**src/rtl/cpu_io_pkg.sv**
```systemverilog
// Shared constants for the processor output-port path.
package cpu_io_pkg;

  localparam int unsigned OUT_DATA_W     = 16;
  localparam int unsigned OUT_FIFO_DEPTH = 4;

  // Occupancy counter width: must represent 0..depth inclusive.
  function automatic int unsigned occWidth(input int unsigned depth);
    return $clog2(depth) + 1;
  endfunction

endpackage

```
**src/rtl/out_port_fifo_if.sv**
```systemverilog
// Consumer-side valid/ready handshake of the output-port FIFO.
interface out_port_fifo_if #(
  parameter int unsigned DATA_W = 16
);
  logic              port_valid;
  logic [DATA_W-1:0] port_data;
  logic              port_ready;

  modport master (output port_valid, output port_data, input port_ready);
  modport slave  (input port_valid, input port_data, output port_ready);
endinterface

```
**src/rtl/out_fifo_ram.sv**
```systemverilog
// DEPTH x DATA_W register array, synchronous write, asynchronous read.
module out_fifo_ram #(
  parameter  int unsigned DATA_W = 16,
  parameter  int unsigned DEPTH  = 4,
  localparam int unsigned ADDR_W = $clog2(DEPTH)
) (
  input  logic              clk,
  input  logic              we,
  input  logic [ADDR_W-1:0] waddr,
  input  logic [DATA_W-1:0] wdata,
  input  logic [ADDR_W-1:0] raddr,
  output logic [DATA_W-1:0] rdata
);

  logic [DATA_W-1:0] mem [DEPTH];

  // Storage is deliberately left out of reset.
  always_ff @(posedge clk) begin
    if (we) mem[waddr] <= wdata;
  end

  assign rdata = mem[raddr];

endmodule

```
**src/rtl/out_port_fifo.sv**
```systemverilog
// Output-port buffer behind write-back: captures OUT results, drains them
// over valid/ready, and reports full to the hazard unit for stalling.
module out_port_fifo
  import cpu_io_pkg::*;
#(
  parameter  int unsigned DATA_W = OUT_DATA_W,
  parameter  int unsigned DEPTH  = OUT_FIFO_DEPTH,
  localparam int unsigned ADDR_W = $clog2(DEPTH),
  localparam int unsigned CNT_W  = occWidth(DEPTH)
) (
  input  logic                clk,
  input  logic                reset,
  input  logic                out_en,
  input  logic [DATA_W-1:0]   out_data,
  output logic                full,
  output logic [CNT_W-1:0]    count,
  output logic                overflow,
  output logic [DATA_W-1:0]   last_out,
  out_port_fifo_if.master     consumer
);

  logic [ADDR_W-1:0] wrPtr, rdPtr, wrNext, rdNext;
  logic [CNT_W-1:0]  cntNext;
  logic [DATA_W-1:0] headNext, ramRdata, headQ;
  logic              validQ, pop, push, drop;

  out_fifo_ram #(.DATA_W(DATA_W), .DEPTH(DEPTH)) uRam (
    .clk   (clk),
    .we    (push),
    .waddr (wrPtr),
    .wdata (out_data),
    .raddr (rdNext),
    .rdata (ramRdata)
  );

  // Handshake decode and next-state pointer/count computation.
  always_comb begin
    pop     = validQ && consumer.port_ready;
    push    = out_en && (!full || pop);
    drop    = out_en && full && !pop;
    wrNext  = push ? wrPtr + ADDR_W'(1) : wrPtr;
    rdNext  = pop  ? rdPtr + ADDR_W'(1) : rdPtr;
    cntNext = count;
    if (push && !pop) cntNext = count + CNT_W'(1);
    if (pop && !push) cntNext = count - CNT_W'(1);
    // The next head is the incoming word when it lands at the new read slot.
    headNext = ramRdata;
    if (push && (wrPtr == rdNext)) headNext = out_data;
    if (cntNext == '0)             headNext = '0;
  end

  always_ff @(posedge clk or negedge reset) begin
    if (!reset) begin
      wrPtr    <= '0;
      rdPtr    <= '0;
      count    <= '0;
      full     <= 1'b0;
      validQ   <= 1'b0;
      headQ    <= '0;
      overflow <= 1'b0;
      last_out <= '0;
    end else begin
      wrPtr    <= wrNext;
      rdPtr    <= rdNext;
      count    <= cntNext;
      full     <= (cntNext == CNT_W'(DEPTH));
      validQ   <= (cntNext != '0);
      headQ    <= headNext;
      if (drop) overflow <= 1'b1;
      if (push) last_out <= out_data;
    end
  end

  assign consumer.port_valid = validQ;
  assign consumer.port_data  = headQ;

endmodule
```
**src/flat_wrapper.sv**
```systemverilog
// flat-port wrapper written by rule: the top's interface ports become plain ports
module out_port_fifo_flat import cpu_io_pkg::*;
#(
  parameter  int unsigned DATA_W = OUT_DATA_W,
  parameter  int unsigned DEPTH  = OUT_FIFO_DEPTH,
  localparam int unsigned ADDR_W = $clog2(DEPTH),
  localparam int unsigned CNT_W  = occWidth(DEPTH)
)
  (clk, reset, out_en, out_data, full, count, overflow, last_out, consumer_port_valid, consumer_port_data, consumer_port_ready);
  out_port_fifo_if #(.DATA_W(DATA_W)) consumer_i ();
  input  logic clk;
  input  logic reset;
  input  logic out_en;
  input  logic [DATA_W-1:0] out_data;
  output logic full;
  output logic [CNT_W-1:0] count;
  output logic overflow;
  output logic [DATA_W-1:0] last_out;
  output wire logic [$bits(consumer_i.port_valid)-1:0] consumer_port_valid;
  output wire logic [$bits(consumer_i.port_data)-1:0] consumer_port_data;
  input wire logic [$bits(consumer_i.port_ready)-1:0] consumer_port_ready;
  assign consumer_port_valid = consumer_i.port_valid;
  assign consumer_port_data = consumer_i.port_data;
  assign consumer_i.port_ready = consumer_port_ready;
  out_port_fifo #(.DATA_W(DATA_W), .DEPTH(DEPTH)) u_core (.clk(clk), .reset(reset), .out_en(out_en), .out_data(out_data), .full(full), .count(count), .overflow(overflow), .last_out(last_out), .consumer(consumer_i));
endmodule
```
**config.mk**
```make
export PLATFORM = sky130hd
export DESIGN_NAME = out_port_fifo_flat
export DESIGN_NICKNAME = d
export VERILOG_FILES = /design/src/rtl/cpu_io_pkg.sv /design/src/rtl/out_port_fifo_if.sv /design/src/rtl/out_fifo_ram.sv /design/src/rtl/out_port_fifo.sv /design/src/flat_wrapper.sv
export SDC_FILE = /design/constraint.sdc
export NUM_CORES = 1
export LEC_CHECK = 0
export CAP_MARGIN = 20
export CELL_PAD_IN_SITES_DETAIL_PLACEMENT = 0
export CELL_PAD_IN_SITES_GLOBAL_PLACEMENT = 1
export CORE_MARGIN = 4
export CORE_UTILIZATION = 25
export CTS_BUF_LIST = sky130_fd_sc_hd__clkbuf_16
export CTS_CLUSTER_SIZE = 10
export DETAILED_ROUTE_END_ITERATION = 16
export PLACE_DENSITY = 0.5
export SKIP_CTS_REPAIR_TIMING = 1
export SLEW_MARGIN = 20
export SYNTH_ARGS = -nofsm -noshare
export SYNTH_HDL_FRONTEND = slang
export SYNTH_SLANG_ARGS = --single-unit
```
**constraint.sdc**
```tcl
create_clock -name clk -period 2 [get_ports clk]
set_input_delay 0.5 -clock clk [delete_from_list [all_inputs] [get_ports clk]]
set_output_delay 0.5 -clock clk [all_outputs]
set_load 0.01 [all_outputs]
```
Yosys cells after proc, flatten, opt, wreduce, memory -nomap -nowiden
Memories as Yosys holds them, arrays and structs flattened.
Index checks and enable logic that the tools add are counted.

cells by class
  muxes and demuxes = 7
  reduce and logical (&&, ||, !) cells = 13
  add/subtract/negate cells = 4
  eq/ne operators = 2

operator list
  kind                   count
  $mux W16               2
  $logic_and A1 B1 Y1    7
  $mux W3                2
  $add A2 B1 Y2 const B  2
  $add A3 B1 Y3 const B  1
  $eq A3 B3 Y1 const B   1
  $logic_not A1 Y1       3
  $logic_not A3 Y1       1
  $reduce_bool A3 Y1     1
  $sub A3 B1 Y3 const B  1
  $eq A2 B2 Y1           1
  $mux W1                2
  $mux W2                1
  $logic_or A1 B1 Y1     1

word-level totals
  RAM bits = 64
  memories kept = 1
  logic and storage cells = 35
  output and inout bits = 38
  register bits = 42
  input bits = 20

memories
  memory           words  width  read ports  clocked after Yosys merged registers in  wr ports  RTL line            source
  u_core.uRam.mem  4      16     1           0                                        1         out_fifo_ram.sv:15  logic [DATA_W-1:0] mem [DEPTH];

Depth between registers and ports, before layout
Gate-level depths: netlist (run 1).

  word-level depth = 8
  depth in mapped cells = 8

By module
From an unflattened synthesis (run 1), not the netlist that was laid out.

unflattened totals
  cell total of the unflattened synthesis = 260
  area total of the unflattened synthesis = 4214.0 um2

modules (own cells, without submodules)
  module         times used  area an instance (um2)  cells each
  out_fifo_ram   1           2377.3                  88
  out_port_fifo  1           1836.8                  172

Worst setup path after synthesis (run 1)
No wires, ideal clock.

  path type = input to register
  from = in consumer_port_ready
  to = mem u_core.uRam.mem[0][0] (enable)
  setup slack = -0.188 ns
  library setup time = 0.389 ns
  data arrival time = 1.799 ns
  stages on the path = 5
  cell sequence = buf_4 -> and2_1 -> o21ai_2 -> buf_2 -> nor2_1

on the way
  word-level cells in the longest chain between the ends = 5

ends and longest elaborated chain
  item                           RTL line             source
  start, declared                flat_wrapper.sv:21   input wire logic [$bits(consumer_i.port_ready)-1:0] consumer_port_ready;
  $logic_and A1 B1 Y1            out_port_fifo.sv:38  pop = validQ && consumer.port_ready;
  $logic_or A1 B1 Y1             out_port_fifo.sv:39  push = out_en && (!full || pop);
  $logic_and A1 B1 Y1            out_port_fifo.sv:39
  $mux W1                        out_fifo_ram.sv:19   if (we) mem[waddr] <= wdata;
  $mux W1 (not written as such)  out_fifo_ram.sv:19
  end, declared                  out_fifo_ram.sv:15

No other way between the ends.

Worst setup path in the final report (run 1)
  from = reg u_core.validQ, in the netlist u_core.consumer.port_valid
  to = out consumer_port_valid

RTL lines
  item                    RTL line             source
  start, declared         out_port_fifo.sv:25  logic validQ, pop, push, drop;
  start signal, assigned  out_port_fifo.sv:67  validQ <= (cntNext != '0);
  end, declared           flat_wrapper.sv:19   output wire logic [$bits(consumer_i.port_valid)-1:0] consumer_port_valid;

No word-level cell between the ends.

==> results of run 1 <==
==> power by group through the flow <==
stage | logic [mW] | registers, mW | clock network [mW]
floorplan | 2.03 | 3.31 | 0
global placement | 3.67 | 3.22 | 0
detailed placement | 3.72 | 3.22 | 0
finish | 3.67 | 3.17 | 1.75
CTS | 3.74 | 3.18 | 1.83
global route | 4.01 | 3.24 | 1.92
==> registers in the layout, summed over array words and instances (netlist names) <==
name / flops
u_core.last_out: 16
u_core.count: 3
u_core.full: 1
u_core.overflow: 1
u_core.rdPtr: 2
u_core.wrPtr: 2
u_core.consumer.port_valid: 1
u_core.consumer.port_data: 16
u_core.uRam.mem: 64
==> cell usage in the layout (no fill, tap or decap), types with 3 or more instances in the layout <==
cell type / netlist / layout
sky130_fd_sc_hd__edfxtp_1: 64 / 64
sky130_fd_sc_hd__clkdlybuf4s50_1: 0 / 55
sky130_fd_sc_hd__dfrtp_1: 42 / 41
sky130_fd_sc_hd__buf_4: 3 / 20
sky130_fd_sc_hd__mux2i_1: 19 / 19
sky130_fd_sc_hd__nand2_1: 18 / 18
sky130_fd_sc_hd__mux2_2: 17 / 17
sky130_fd_sc_hd__a21boi_0: 16 / 16
sky130_fd_sc_hd__a211oi_1: 16 / 16
sky130_fd_sc_hd__a211o_1: 16 / 16
sky130_fd_sc_hd__inv_1: 11 / 11
sky130_fd_sc_hd__a21oi_2: 10 / 10
sky130_fd_sc_hd__buf_12: 0 / 10
sky130_fd_sc_hd__clkbuf_16: 0 / 9
sky130_fd_sc_hd__a21oi_1: 7 / 7
sky130_fd_sc_hd__ha_1: 6 / 6
sky130_fd_sc_hd__nor2_2: 0 / 4
sky130_fd_sc_hd__nand3_1: 3 / 3
sky130_fd_sc_hd__clkinv_1: 0 / 3
==> cell type report <==
type	instances	area, um2
Clock buffer	9	225
Clock inverter	7	67.6
Fill cell	1715	11500
Inverter	12	45.0
Multi-Input combinational cell	154	1290
Sequential cell	106	2970
Tap cell	225	282
Timing Repair Buffer	87	918
==> worst max path at each step <==
| stage | endpoint | start | slack (ns) | depth (start not counted) |
|---|---|---|---|---|
| final | consumer_port_valid | u_core.consumer.port_valid$_DFF_PN0_ | 0.05 | 2 |
| after global routing | consumer_port_valid | u_core.consumer.port_valid$_DFF_PN0_ | 0.002 | 2 |
| after CTS | u_core.consumer.port_data[5]$_DFF_PN0_ | consumer_port_ready | -0.11 | 7 |
| after detailed placement | u_core.consumer.port_data[5]$_DFF_PN0_ | consumer_port_ready | -0.46 | 7 |
| after global placement | u_core.consumer.port_data[13]$_DFF_PN0_ | consumer_port_ready | -0.42 | 7 |
| after floorplan | u_core.uRam.mem[0][0]$_DFFE_PP_ | consumer_port_ready | -0.19 | 5 |
==> worst max-delay path, cell delays in order (launching register included) <==
cell,delay (ns)
sky130_fd_sc_hd__dfrtp_2,0.43
sky130_fd_sc_hd__buf_4,0.15
sky130_fd_sc_hd__clkdlybuf4s50_1,0.53
==> metrics by stage <==
step                hold WS [ns]  worst slack (ns)  util [%]
global placement           0.458            -0.424      31.8
CTS                        0.128            -0.105      33.5
global route               0.138           0.00212      33.5
finish                     0.133            0.0466      33.5
detailed placement         0.456            -0.464      31.8
floorplan                  0.204            -0.188         -
==> routing by layer <==
metal	GRT usage, %	share of wire, %	up-vias
met2	17.1	48	47
met4	3.06	1.2	0
met3	3.09	3.5	9
met1	13.7	48	1343
li1	-	-	1237
met5	0	0	-
==> logic make-up after synthesis <==
family	synth area share, %
AO/OA/AOI/OAI	13.0
buffers and inverters	3.90
flip-flops	67.6
adder cells (fa/ha/maj)	1.71
AND/OR/NAND/NOR	4.10
XOR/XNOR	0.996
multiplexers	8.68
==> reports/metrics.csv, run 1 <==
metric;value;unit
reg2reg_setup_slack;0.13;ns
final_design_area_no_fill;5800;um2
peakVddDrop;0.641;mV
rsz_0062_raised_after_global_routing;false;
depth_of_the_worst_register_to_register_path;6;
synth.cell_area;4400;um2
firstDrtPassIters;4;
clock_skew;0.0101;ns
chipWidth;141;um
design.final.nets;396;
initialDrtViolationCount;134;
clock_sink_count;106;
critPathMaxFanout;7;
netlist_top_cells_area;sky130_fd_sc_hd__edfxtp_1 (44%), sky130_fd_sc_hd__dfrtp_1 (24%), sky130_fd_sc_hd__mux2_2 (4.4%);
grt_max_degree;43;
clk_root_buffer_cell;sky130_fd_sc_hd__clkbuf_16;
placeableCoreArea;17300;um2
timing.critical_path.required;1.50;ns
maxCapViolations;0;
synth.top_cells.by_count;sky130_fd_sc_hd__edfxtp_1 (64), sky130_fd_sc_hd__dfrtp_1 (42), sky130_fd_sc_hd__mux2i_1 (19);
power.share.sequential;36.9;%
placed_cells;584;
grt_util_all_layers;10.6;%
switching_share;32.9;%
post_layout_total_power;8.59;mW
setup.worst_path.class;flop to primary output;
synthMostInstantiatedCell;sky130_fd_sc_hd__edfxtp_1;
routed-via-count;2636;
cts-htree-levels;3;
area_growth_syn_to_layout;31.9;%
p_int;5.76;mW
layout_min_cycle_time;1.95;ns
synth_edf_count;64;
post-synth-top-area-cell;sky130_fd_sc_hd__edfxtp_1;
post_dp_cell_area;5500;um2
ys.warnings.count;0;
worstSetupStartpointType;flop;
report.final.slew_viol_count;0;
wire_per_inst;16.7;um
ant_nets;0;
syn_avg_cell_area;15.2;um2
period_utilisation_layout;97.7;%
drcViolationCount;0;
die-height;141;um
latest_clock_arrival_within_the_worst_skew_pair;0.35;ns
postSynthRegisterBits;106;
synthesis.nets;315;
critPathArrivalTime;1.45;ns
rows;48;
worst_slew_pin_slew;0.342;ns
totalNegativeSetupSlack;0;ns
via_per_inst;4.39;
status;completed;
drt_wl_total;10.0;mm
leakagePower;2.21;nW
power_frac_clock;20.3;%
report.final.setup_viol;0;
drive_above_1_share;22.9;%
antenna_found_initial;0;
antenna-diode-count;0;
critical_path.reg2reg.startpoint;u_core.rdPtr[1]$_DFF_PN0_;
clkSlewWorstSetupHoldPaths;0.07;ns
die_area;19800;um2
first_global_vias;2770;
yosysUniqueCellTypes;37;
grt_pass1_wl;16.1;mm
place_congestion;0.715;
numCtsBuffers;9;
p_per_area;1480;nW/um2
initial_core_util;25.4;%
netlist.area_leader.share;43.7;%
finalNonFillerCells;600;
buffer_ports.inserted;57;
fmaxAchievable;512;MHz
timing.final.hold_violations;0;
synthCells;289;
combinationalPowerShare;42.7;%
maximum_count_of_clock_buffers_along_a_single_path;2;
cp-end-kind;primary output;
max_slew_margin;76.5;%
net-switching-power;2.82;mW
boundaryPins;58;
hold_path.class;input port to asynchronous set/reset pin;
synth_ff_type;sky130_fd_sc_hd__edfxtp_1;
gr-total-overflow;0;
tritoncts;yes;
r2r_end;u_core.consumer.port_data[5]$_DFF_PN0_;
hpwl;6.35;mm
async_flop_share;39.6;%
synth.yosys.seq_area_share;67.6;%
Note: power is estimated with default switching activity, not from simulation.
==> inputs of run 2 (changes only) <==
Settings changed: CAP_MARGIN 20 to default, CORE_ASPECT_RATIO from default to 0.75.
==> run 2 against run 1 <==
- non-clock buffer count is 7 higher
- core utilization is 0.92 points higher
- wire length is 0.53% higher
- sequential power hardly changed
- critical path depth is 1 lower
- clock skew is 0.0028 ns higher
- sequential share of layout area is 0.59 points lower
- setup slack better by 0.071 ns
- worst hold slack worse by 0.039 ns
- flip-flop and latch count stayed put
==> reports/metrics.csv, run 2 (synthesis results as in run 1) <==
metric;value;unit
maximum_count_of_clock_buffers_along_a_single_path;2;
post_dp_cell_area;5510;um2
combinationalPowerShare;41.5;%
setup.worst_path.class;flop to primary output;
cts-htree-levels;3;
slowest_delay;0.57;ns
drcViolationCount;0;
timing.final.hold_violations;0;
cp-end-kind;primary output;
post-place-ws;-0.439;ns
layout.filler_cells;1678;
most-common-layout-cells;sky130_fd_sc_hd__edfxtp_1 (64), sky130_fd_sc_hd__clkdlybuf4s50_1 (54), sky130_fd_sc_hd__dfrtp_1 (41);
clkSlewWorstSetupHoldPaths;0.08;ns
hold_path.class;input port to asynchronous set/reset pin;
cp_cell_sequence;clkdlybuf4s50_1;
antenna-diode-count;0;
layout.cells.most_common;sky130_fd_sc_hd__edfxtp_1;
tritoncts;yes;
rsz_0062_raised_after_global_routing;false;
multiInputGateArea;1270;um2
power.share.sequential;35.8;%
worstSetupStartpointType;flop;
clock_skew;0.0128;ns
report.final.setup_viol;0;
die_area;19800;um2
status;completed;
place_congestion;0.696;
final_design_area_no_fill;5870;um2
critical_path.reg2reg.startpoint;u_core.consumer.port_valid$_DFF_PN0_;
worstPathBufferInverterCount;1;
crit_family;buffers and inverters;
rows;41;
initialDrtViolationCount;102;
area_growth_syn_to_layout;33.4;%
antenna_found_initial;0;
hpwl;6.79;mm
initial_core_util;25.8;%
final_core_util;34.4;%
drt_wl_total;10.1;mm
numCtsBuffers;9;
max_slew_margin;69.2;%
chipWidth;161;um
p_per_area;1510;nW/um2
timing.critical_path.required;1.50;ns
buffer_ports.inserted;57;
fin_ws;0.118;ns
seq_area;2970;um2
grt_max_degree;24;
net-switching-power;2.83;mW
via_per_inst;4.21;
boundaryPins;58;
design.final.nets;403;
largest_register_ffs;64;
ant_nets;0;
grt_util_all_layers;10.7;%
startpoint_of_the_most_critical_setup_path;u_core.consumer.port_valid$_DFF_PN0_;
gr-total-overflow;0;
critPathArrivalTime;1.38;ns
layout_min_cycle_time;1.88;ns
clk_root_buffer_cell;sky130_fd_sc_hd__clkbuf_16;
maxCapViolations;0;
fmaxAchievable;531;MHz
firstDrtPassIters;4;
critPathMaxFanout;10;
totalNegativeSetupSlack;0;ns
first_global_vias;2721;
routed-via-count;2604;
switching_share;32.0;%
clock_sink_count;106;
peakVddDrop;0.502;mV
grt_pass1_wl;16.1;mm
worst_slew_pin_slew;0.462;ns
reg_with_most_ffs;u_core.uRam.mem;
wire_per_inst;16.3;um
crit_slowest_cell;sky130_fd_sc_hd__clkdlybuf4s50_1;
period_utilisation_layout;94.1;%
latest_clock_arrival_within_the_worst_skew_pair;0.35;ns
die-height;123;um
p_int;6.02;mW
leakagePower;2.26;nW
drive_above_1_share;24.1;%
report.final.slew_viol_count;0;
power_frac_clock;22.7;%
placeableCoreArea;17000;um2
-- run 2: changes by cell type in the layout (fill, tap and decap cells not counted), moves of 3 or more --
cell | previous run | this run
sky130_fd_sc_hd__clkinv_1 | 3 | 0
sky130_fd_sc_hd__nor2_2 | 4 | 1
sky130_fd_sc_hd__buf_4 | 20 | 28
sky130_fd_sc_hd__nor2_1 | 0 | 3
sky130_fd_sc_hd__buf_12 | 10 | 7
-- run 2: cell type report --
class	instances	share of cell area (%)
Sequential cell	106	50.7
Timing Repair Buffer	94	16.1
Inverter	12	0.768
Tap cell	236	5.03
Clock buffer	9	3.84
Multi-Input combinational cell	154	21.6
Clock inverter	7	1.98
-- run 2: layer usage --
metal,vias up,GRT usage (%),wire (um)
met3,9,3.29,409
met2,47,15.9,4580
met4,0,2.56,90
met1,1298,15.5,5010
li1,1250,-,-
met5,-,0,0
-- run 2: metrics by stage --
stage / power [mW] / std cells / hold WS, ns
3_3_place_gp: 6.92 / 602 / 0.457
3_5_place_dp: 6.93 / 602 / 0.481
5_1_grt: 9.42 / 618 / 0.123
2_1_floorplan: 5.34 / 289 / 0.204
4_1_cts: 9.00 / 618 / 0.113
6_report: 8.85 / 618 / 0.0941
-- run 2: power by group through the flow --
stage | Sequential [mW] | Clock, mW | Combinational (mW)
after CTS | 3.17 | 2.08 | 3.74
after detailed placement | 3.22 | 0 | 3.72
after global placement | 3.21 | 0 | 3.71
after global routing | 3.23 | 2.18 | 4.02
after floorplan | 3.31 | 0 | 2.03
final | 3.17 | 2.01 | 3.67
-- run 2: path summary, 6_finish.rpt --
check,endpoint,slack (ns),depth (start not counted)
setup reg to reg,u_core.consumer.port_data[13]$_DFF_PN0_,0.14,6
hold / removal,u_core.last_out[8]$_DFFE_PN0P_,0.09,1
setup / recovery,consumer_port_valid,0.12,1
max in group asynchronous,u_core.consumer.port_data[4]$_DFF_PN0_,1.38,2
min in group clk,u_core.overflow$_DFFE_PN0P_,0.49,1
hold reg to reg,u_core.overflow$_DFFE_PN0P_,0.49,1
==> inputs of run 3 (changes only) <==
Settings changed: CORE_MARGIN 4 to 2.
==> run 3 against run 2 <==
- setup slack worse by 0.044 ns
- cell count up 0.16%
- largest power group unchanged
- critical endpoint is now u_core.consumer.port_data[7]$_DFF_PN0_
- core utilization shrank 0.30 points
==> reports/metrics.csv, run 3 (synthesis results as in run 1) <==
metric;value;unit
status;completed;
maxCapViolations;0;
top_layer;met4;
drt_wl_total;10.8;mm
most-common-layout-cells;sky130_fd_sc_hd__edfxtp_1 (64), sky130_fd_sc_hd__clkdlybuf4s50_1 (54), sky130_fd_sc_hd__dfrtp_1 (41);
report.final.setup_viol;0;
met2RoutedLength;4.81;mm
antenna_found_initial;0;
clock_skew;0.00933;ns
timing.final.hold_violations;0;
initial_core_util;25.8;%
place_congestion;0.728;
multiInputGateArea;1310;um2
hpwl;6.89;mm
leakagePower;2.23;nW
reg_with_most_ffs;u_core.uRam.mem;
totalNegativeSetupSlack;0;ns
rsz_0062_raised_after_global_routing;true;
critical_path.reg2reg.startpoint;u_core.wrPtr[1]$_DFFE_PN0P_;
grt_pass1_wl;16.2;mm
die-height;119;um
cts-htree-levels;3;
critPathArrivalTime;2.17;ns
clkSlewWorstSetupHoldPaths;0.07;ns
boundaryPins;58;
grt_util_all_layers;11.9;%
max_slew_margin;71.0;%
p_per_area;1480;nW/um2
clk_root_buffer_cell;sky130_fd_sc_hd__clkbuf_16;
setup.worst_path.class;flop to flop;
layout.cells.most_common;sky130_fd_sc_hd__edfxtp_1;
largest_register_ffs;64;
antenna-diode-count;0;
hold_path.class;input port to asynchronous set/reset pin;
worst_slew_pin_slew;0.423;ns
numCtsBuffers;9;
r2r_end;u_core.consumer.port_data[7]$_DFF_PN0_;
worstSetupStartpointType;flop;
wire_per_inst;17.4;um
depth_of_the_worst_register_to_register_path;6;
clock_sink_count;106;
detail_route.wirelength.met1;5.43;mm
report.final.slew_viol_count;0;
post_layout_total_power;8.61;mW
chipWidth;157;um
via_per_inst;4.30;
routed-via-count;2659;
drive_above_1_share;25.6;%
ant_nets;0;
placeableCoreArea;17000;um2
design.final.nets;404;
rows;41;
first_global_vias;2738;
buffer_ports.inserted;57;
drcViolationCount;0;
gr-total-overflow;0;
maximum_count_of_clock_buffers_along_a_single_path;2;
reg2reg_setup_slack;0.07;ns
final_core_util;34.1;%
area_growth_syn_to_layout;32.2;%
seq_area;2970;um2
layout.filler_cells;1701;
timing.critical_path.required;2.24;ns
dr_wl_met3;383;um
firstDrtPassIters;4;
initialDrtViolationCount;94;
layout_min_cycle_time;1.93;ns
period_utilisation_layout;96.3;%
peakVddDrop;0.533;mV
grt_max_degree;34;
die_area;18700;um2
cp-end-kind;flop;
fmaxAchievable;519;MHz
tritoncts;yes;
latest_clock_arrival_within_the_worst_skew_pair;0.35;ns
critPathMaxFanout;10;
run 3: where the power goes:
| part | internal, mW | total [mW] | switching, mW | leakage [nW] |
|---|---|---|---|---|
| Clock | 0.829 | 1.61 | 0.779 | 0.127 |
| Combinational | 1.89 | 3.83 | 1.94 | 1.02 |
| Sequential | 2.94 | 3.17 | 0.235 | 1.08 |
run 3: layout make-up:
class	count	share of cell area, %
tap	236	5.08
clock inverter	7	0.667
timing repair buffer	95	16.0
multi-input combinational	154	22.5
clock buffer	9	3.87
sequential	106	51.1
inverter	12	0.775
run 3: worst max-delay path by stage:
stage	start	endpoint	cells past startpoint
floorplan	consumer_port_ready	u_core.uRam.mem[0][0]$_DFFE_PP_	5
global placement	consumer_port_ready	u_core.consumer.port_data[0]$_DFF_PN0_	8
detailed placement	consumer_port_ready	u_core.consumer.port_data[0]$_DFF_PN0_	8
CTS	consumer_port_ready	u_core.consumer.port_data[8]$_DFF_PN0_	8
global route	u_core.consumer.port_valid$_DFF_PN0_	u_core.consumer.port_data[15]$_DFF_PN0_	7
finish	u_core.wrPtr[1]$_DFFE_PN0P_	u_core.consumer.port_data[7]$_DFF_PN0_	6
run 3: metrics by stage:
stage | instances | setup slack, ns | hold WS [ns] | area, um2
2_1_floorplan | 289 | -0.188 | 0.204 | 4400
3_3_place_gp | 600 | -0.465 | 0.454 | 5460
3_5_place_dp | 600 | -0.485 | 0.457 | 5460
4_1_cts | 616 | -0.120 | 0.107 | 5720
5_1_grt | 619 | -0.00691 | 0.126 | 5820
6_report | 619 | 0.0732 | 0.0922 | 5820
run 3: worst max-delay path, stage by stage, from the launching register on:
cell and delay, ns:
sky130_fd_sc_hd__dfrtp_1 0.44, sky130_fd_sc_hd__xor2_1 0.22, sky130_fd_sc_hd__or4_4 0.51, sky130_fd_sc_hd__a31oi_4 0.24, sky130_fd_sc_hd__buf_4 0.22, sky130_fd_sc_hd__a211o_1 0.13
sky130_fd_sc_hd__a21oi_2 0.05
run 3: per-layer routing:
layer  track usage [%]  vias up
met5                 0        -
met4              3.69        0
met3              3.24       14
met2              17.3       51
met1              17.1     1350
li1                  -     1244
